$ cat config.mk
export PLATFORM = sky130hd
export DESIGN_NAME = wb_bram_port_ctrl
export DESIGN_NICKNAME = d
export VERILOG_FILES = /design/src/rtl/wb_bram_pkg.sv /design/src/rtl/wb_bram_port_ctrl_merge.sv /design/src/rtl/wb_bram_port_ctrl.sv
export SDC_FILE = /design/constraint.sdc
export NUM_CORES = 1
export LEC_CHECK = 0
export ABC_AREA = 1
export CAP_MARGIN = 20
export CORE_MARGIN = 4
export CORE_UTILIZATION = 42
export CTS_CLUSTER_DIAMETER = 80
export DETAILED_ROUTE_END_ITERATION = 10
export PLACE_DENSITY = 0.82
export SLEW_MARGIN = 30
export SYNTH_ARGS = -nofsm -noshare
export SYNTH_HDL_FRONTEND = slang
export SYNTH_HIERARCHICAL = 1
export SYNTH_SLANG_ARGS = --single-unit
$ cat constraint.sdc
create_clock -name i_clk -period 2.9 [get_ports i_clk]
set_input_delay 0.58 -clock i_clk [delete_from_list [all_inputs] [get_ports i_clk]]
set_output_delay 0.58 -clock i_clk [all_outputs]
set_load 0.03 [all_outputs]
$ cat src/rtl/wb_bram_pkg.sv
// Shared types and helpers for the Wishbone-to-BRAM port controller and
// other byte-lane adapters.
package wb_bram_pkg;

  typedef enum logic [0:0] {
    ST_IDLE  = 1'b0,
    ST_MERGE = 1'b1
  } state_e;

  function automatic int sel_width(int data_width);
    return data_width / 8;
  endfunction

  // One lane of a byte-enable merge: take the new byte where selected.
  function automatic logic [7:0] merge_byte(logic [7:0] old_b, logic [7:0] new_b, logic sel);
    return sel ? new_b : old_b;
  endfunction

endpackage

$ cat src/rtl/wb_bram_port_ctrl_merge.sv
// Combinational byte-lane merge: lane i takes i_new when i_sel[i], else i_old.
module wb_byte_merge
  import wb_bram_pkg::*;
#(
  parameter int DATA_WIDTH = 32,
  localparam int SEL_WIDTH = sel_width(DATA_WIDTH)
) (
  input  logic [DATA_WIDTH-1:0] i_old,
  input  logic [DATA_WIDTH-1:0] i_new,
  input  logic [SEL_WIDTH-1:0]  i_sel,
  output logic [DATA_WIDTH-1:0] o_merged
);

  for (genvar g = 0; g < SEL_WIDTH; g++) begin : g_lane
    assign o_merged[g*8 +: 8] = merge_byte(i_old[g*8 +: 8], i_new[g*8 +: 8], i_sel[g]);
  end

endmodule

$ cat src/rtl/wb_bram_port_ctrl.sv
// Wishbone B4 pipelined slave driving one BRAM port; partial-select writes
// become a read followed by a merged write (one stall cycle).
module wb_bram_port_ctrl
  import wb_bram_pkg::*;
#(
  parameter int DATA_WIDTH = 32,
  parameter int ADDR_WIDTH = 10,
  localparam int SEL_WIDTH = sel_width(DATA_WIDTH)
) (
  input  logic                  i_clk,
  input  logic                  i_reset,
  input  logic                  i_wb_cyc,
  input  logic                  i_wb_stb,
  input  logic                  i_wb_we,
  input  logic [ADDR_WIDTH-1:0] i_wb_addr,
  input  logic [DATA_WIDTH-1:0] i_wb_data,
  input  logic [SEL_WIDTH-1:0]  i_wb_sel,
  output logic                  o_wb_stall,
  output logic                  o_wb_ack,
  output logic [DATA_WIDTH-1:0] o_wb_data,
  output logic                  o_bram_en,
  output logic                  o_bram_we,
  output logic [ADDR_WIDTH-1:0] o_bram_addr,
  output logic [DATA_WIDTH-1:0] o_bram_din,
  input  logic [DATA_WIDTH-1:0] i_bram_dout
);

  state_e                state_q, state_d;
  logic [ADDR_WIDTH-1:0] addr_q, addr_d;
  logic [DATA_WIDTH-1:0] data_q, data_d;
  logic [SEL_WIDTH-1:0]  sel_q, sel_d;
  logic                  ack_q, ack_d;
  logic                  rd_q, rd_d;
  logic                  accept, sel_full, sel_none, partial;
  logic [DATA_WIDTH-1:0] merged;

  // Reset gates the combinational RAM drive so an in-flight merge is dropped.
  assign accept   = i_wb_cyc & i_wb_stb & (state_q == ST_IDLE) & ~i_reset;
  assign sel_full = &i_wb_sel;
  assign sel_none = ~|i_wb_sel;
  assign partial  = i_wb_we & ~sel_full & ~sel_none;

  wb_byte_merge #(.DATA_WIDTH(DATA_WIDTH)) u_merge (
    .i_old    (i_bram_dout),
    .i_new    (data_q),
    .i_sel    (sel_q),
    .o_merged (merged)
  );

  always_comb begin
    state_d     = state_q;
    addr_d      = addr_q;
    data_d      = data_q;
    sel_d       = sel_q;
    ack_d       = 1'b0;
    rd_d        = 1'b0;
    o_bram_en   = 1'b0;
    o_bram_we   = 1'b0;
    o_bram_addr = '0;
    o_bram_din  = '0;
    if (!i_reset) begin
      case (state_q)
        ST_IDLE: if (accept) begin
          ack_d       = ~partial;
          rd_d        = ~i_wb_we;
          o_bram_en   = ~(i_wb_we & sel_none);
          o_bram_we   = i_wb_we & sel_full;
          o_bram_addr = i_wb_addr;
          if (i_wb_we & sel_full) o_bram_din = i_wb_data;
          if (partial) begin
            state_d = ST_MERGE;
            addr_d  = i_wb_addr;
            data_d  = i_wb_data;
            sel_d   = i_wb_sel;
          end
        end
        ST_MERGE: begin
          // Write completes even if the master abandoned the cycle.
          o_bram_en   = 1'b1;
          o_bram_we   = 1'b1;
          o_bram_addr = addr_q;
          o_bram_din  = merged;
          ack_d       = i_wb_cyc;
          state_d     = ST_IDLE;
        end
      endcase
    end
  end

  always_ff @(posedge i_clk or posedge i_reset) begin
    if (i_reset) begin
      state_q <= ST_IDLE;
      addr_q  <= '0;
      data_q  <= '0;
      sel_q   <= '0;
      ack_q   <= 1'b0;
      rd_q    <= 1'b0;
    end else begin
      state_q <= state_d;
      addr_q  <= addr_d;
      data_q  <= data_d;
      sel_q   <= sel_d;
      ack_q   <= ack_d;
      rd_q    <= rd_d;
    end
  end

  assign o_wb_stall = (state_q == ST_MERGE);
  assign o_wb_ack   = ack_q;
  assign o_wb_data  = (ack_q & rd_q) ? i_bram_dout : '0;

endmodule

==> results.md, run 1 <==
* Fraction of registers with async set/reset at 1.00
* CP Data Required Time at 2.32 ns
* Worst Max-Slew Pin Slew at 0.616 ns
* Share of post-route cells with drive strength above 1 at 0.129
* Total Wirelength at 10,600 um
* Wire length per cell at 13.4 um
* Number of synthesized flops with an enable pin at 0
* Final min period at 2.70 ns
* Max Clock Skew at 0.00566 ns
* Fin nets at 771
* Worst slack, placed at 0.197 ns
* Post-CTS Setup Inserts at 0
* Area leader, netlist: dfrtp_1
* H-Tree Level Count at 2
* FF+latch area at 1230 um2
* Relative slew slack at 0.589
* First-pass GRT wire length at 17,600 um
* Post-synthesis register bit count at 49
* Post-cts hold buffer count at 0
* Post-synth top flop: dfrtp_1
* Die Footprint at 9540 um2
* Final ANT Viol Nets at 0
* Power Density at 402 nW/um2
* Num Clock Sinks at 49
* Die Span Y at 97.7 um
* Status: complete, no violations
* Worst setup SP type: primary input
* Setup TNS at 0 ns
* Total gr overflow at 0
* Slowest stage delay, CP at 0.48 ns
* CP top delay family: buffers and inverters
* WS Path Type: in2out
* Hold Path Class: in2async
* Core area at 7770 um2
* # resized after CTS at 0
* Num CTS Buffers at 5
* Mean cell area of the mapped netlist at 6.21 um2
* Worst vdd ir at 230 uV
* Setup WS post-layout at 0.195 ns
* 1st-iter DRT viols at 206
* Crit path DAT at 2.12 ns
* Deepest clock path buffer count at 2
* Final period util at 0.933
* Layout area overhead at 49.1%
* CTS tree: yes
* Largest net degree at the start of global routing at 51
* CTS Root Cell: clkbuf_8
* Post-DP HPWL at 7820 um
* Mapped Nets at 627
* Worst path bufs/invs at 3
* Sequential-to-total area share from yosys stat at 0.363
* # port buffers at 160
* CP most frequent cell: buf_4
* Final Slew Violations at 0
* Pre-antenna DRT Iters at 5
* DR vias at 3,875
* Clock slew at reported path FFs at 0.09 ns
* Global Route Usage Sum at 0.219
* Worst-path cell chain: clkdlybuf4s50_1 -> nand2_1 -> nor2_4 -> buf_4 -> nand4_1 -> a21oi_1 -> buf_4
* Number of fill cells at 704
* Worst reg2reg setup slack at 1.20 ns
* Final Hold Vio Count at 0
* Leakage at 0.00252 uW
* Num rows at 32
* RSZ-0062 raised after global routing: no
* Multi-input logic area at 1760 um2
* Dpl cells at 783
* Vias in the first global route at 3,693
* Most frequent cell after synthesis: nand2_1
* Final cell count without fillers at 791
* Most common library cells after synthesis: nand2_1 (285), dfrtp_1 (49), a21oi_1 (45)
* Slowest CP cell: clkdlybuf4s50_1
* Max Fclk at 0.370 GHz
* Die W at 97.7 um
* Initial antenna violation count at 1
* Max Cap Viol at 0
* Yosys Warn Count at 6
* Gpl congestion at 0.821
* # diodes at 0
* Yosys top cell area share at 0.363
* Number of distinct library cells after synthesis at 19
* Maximum fanout along the worst path at 9
* Initial Util at 0.435
* # IOs at 161
* Clock Latency Late Sink at 0.30 ns
* Vias per inst at 4.90
* Ranking of synthesized cells by area: dfrtp_1 (36%), nand2_1 (32%), a21oi_1 (6.7%), nand4_1 (6.1%), nor2_1 (4.0%)
* Setup violators final at 0
* Element type at the critical path end: output pin
* Post-detailed-route DRC marker count at 0
* Mapped Cells at 544
* Area of the mapped netlist at 3380 um2
* Worst hold slack at 0.470 ns
-- power breakdown --
group          switching (uW)  internal (uW)  total (uW)  leakage, uW
clock network             230            258         488    0.0000543
logic                     332            264         596      0.00184
registers                 112            830         942     0.000621
total                     674           1350        2030      0.00252
-- through the flow --
stage,instance area [um2],power [uW],utilization
3_5_place_dp,4920,1550,0.634
3_3_place_gp,4920,1520,0.634
6_report,5040,2030,0.649
4_1_cts,5040,2050,0.649
2_1_floorplan,3380,1320,-
5_1_grt,5040,2170,0.649
-- per-layer routing --
metal,up-vias,GRT usage,routed length (um)
li1,1973,-,-
met1,1761,0.263,4360
met2,129,0.394,5420
met3,10,0.0517,700
met4,2,0.0522,129
met5,-,0,7
-- final timing paths --
check                                       start                     end  depth (start not counted)
max in group asynchronous                 i_reset   addr_q[3]$_DFFE_PP0P_                          3
min in group i_clk         data_q[10]$_DFFE_PP0P_  data_q[10]$_DFFE_PP0P_                          2
max                                      i_wb_cyc          o_bram_din[31]                          7
min                                       i_reset  o_wb_stall$_DFFE_PP0N_                          3
min reg2reg                data_q[10]$_DFFE_PP0P_  data_q[10]$_DFFE_PP0P_                          2
max reg2reg                o_wb_stall$_DFFE_PP0N_   data_q[4]$_DFFE_PP0P_                          8
-- cells in the final DEF, fill, tap and decap left out, drive strengths merged --
cell type | synthesis | routed
clkdlybuf4s50 | 0 | 115
nand4 | 33 | 33
nand2 | 296 | 296
clkinv | 1 | 2
a21oi | 45 | 45
clkinvlp | 0 | 1
buf | 26 | 60
o21ai | 1 | 1
inv | 40 | 40
bufinv | 0 | 1
nor2 | 38 | 38
dfrtp | 49 | 49
clkbuf | 12 | 5
nand3 | 3 | 3
-- final cells by class --
cell class,instances,share of cell area
multi-input combinational,416,0.349
clock buffer,5,0.0137
timing repair buffer,175,0.327
clock inverter,3,0.00919
sequential,49,0.243
tap,102,0.0253
inverter,41,0.0318
-- kinds of logic (layout without fill, tap and decap cells) --
kind of cell,count (synthesis),in the layout,share of synthesized area
AO/OA/AOI/OAI,46,46,0.0681
buffers and inverters,79,224,0.117
flip-flops,49,49,0.363
AND/OR/NAND/NOR,370,370,0.452
-- worst min-delay path: cells and delay by family --
| kind | cells | cell delay (ns) |
|---|---|---|
| buffers and inverters | 3 | 0.67 |
-- sequential cells by signal (all words and copies together), names as in the netlist --
name / count
sel_q: 4
o_wb_stall: 1
rd_q: 1
o_wb_ack: 1
addr_q: 10
data_q: 32
(Power assumes the default switching activity.)
==> run 2: changes to the inputs <==
--- a/config.mk
+++ b/config.mk
@@ -9,7 +9,6 @@
 export CAP_MARGIN = 20
 export CORE_MARGIN = 4
 export CORE_UTILIZATION = 42
-export CTS_CLUSTER_DIAMETER = 80
 export DETAILED_ROUTE_END_ITERATION = 10
 export PLACE_DENSITY = 0.82
 export SLEW_MARGIN = 30
==> results of run 2 <==
Final layout, timing and power as in run 1 (identical DEF).
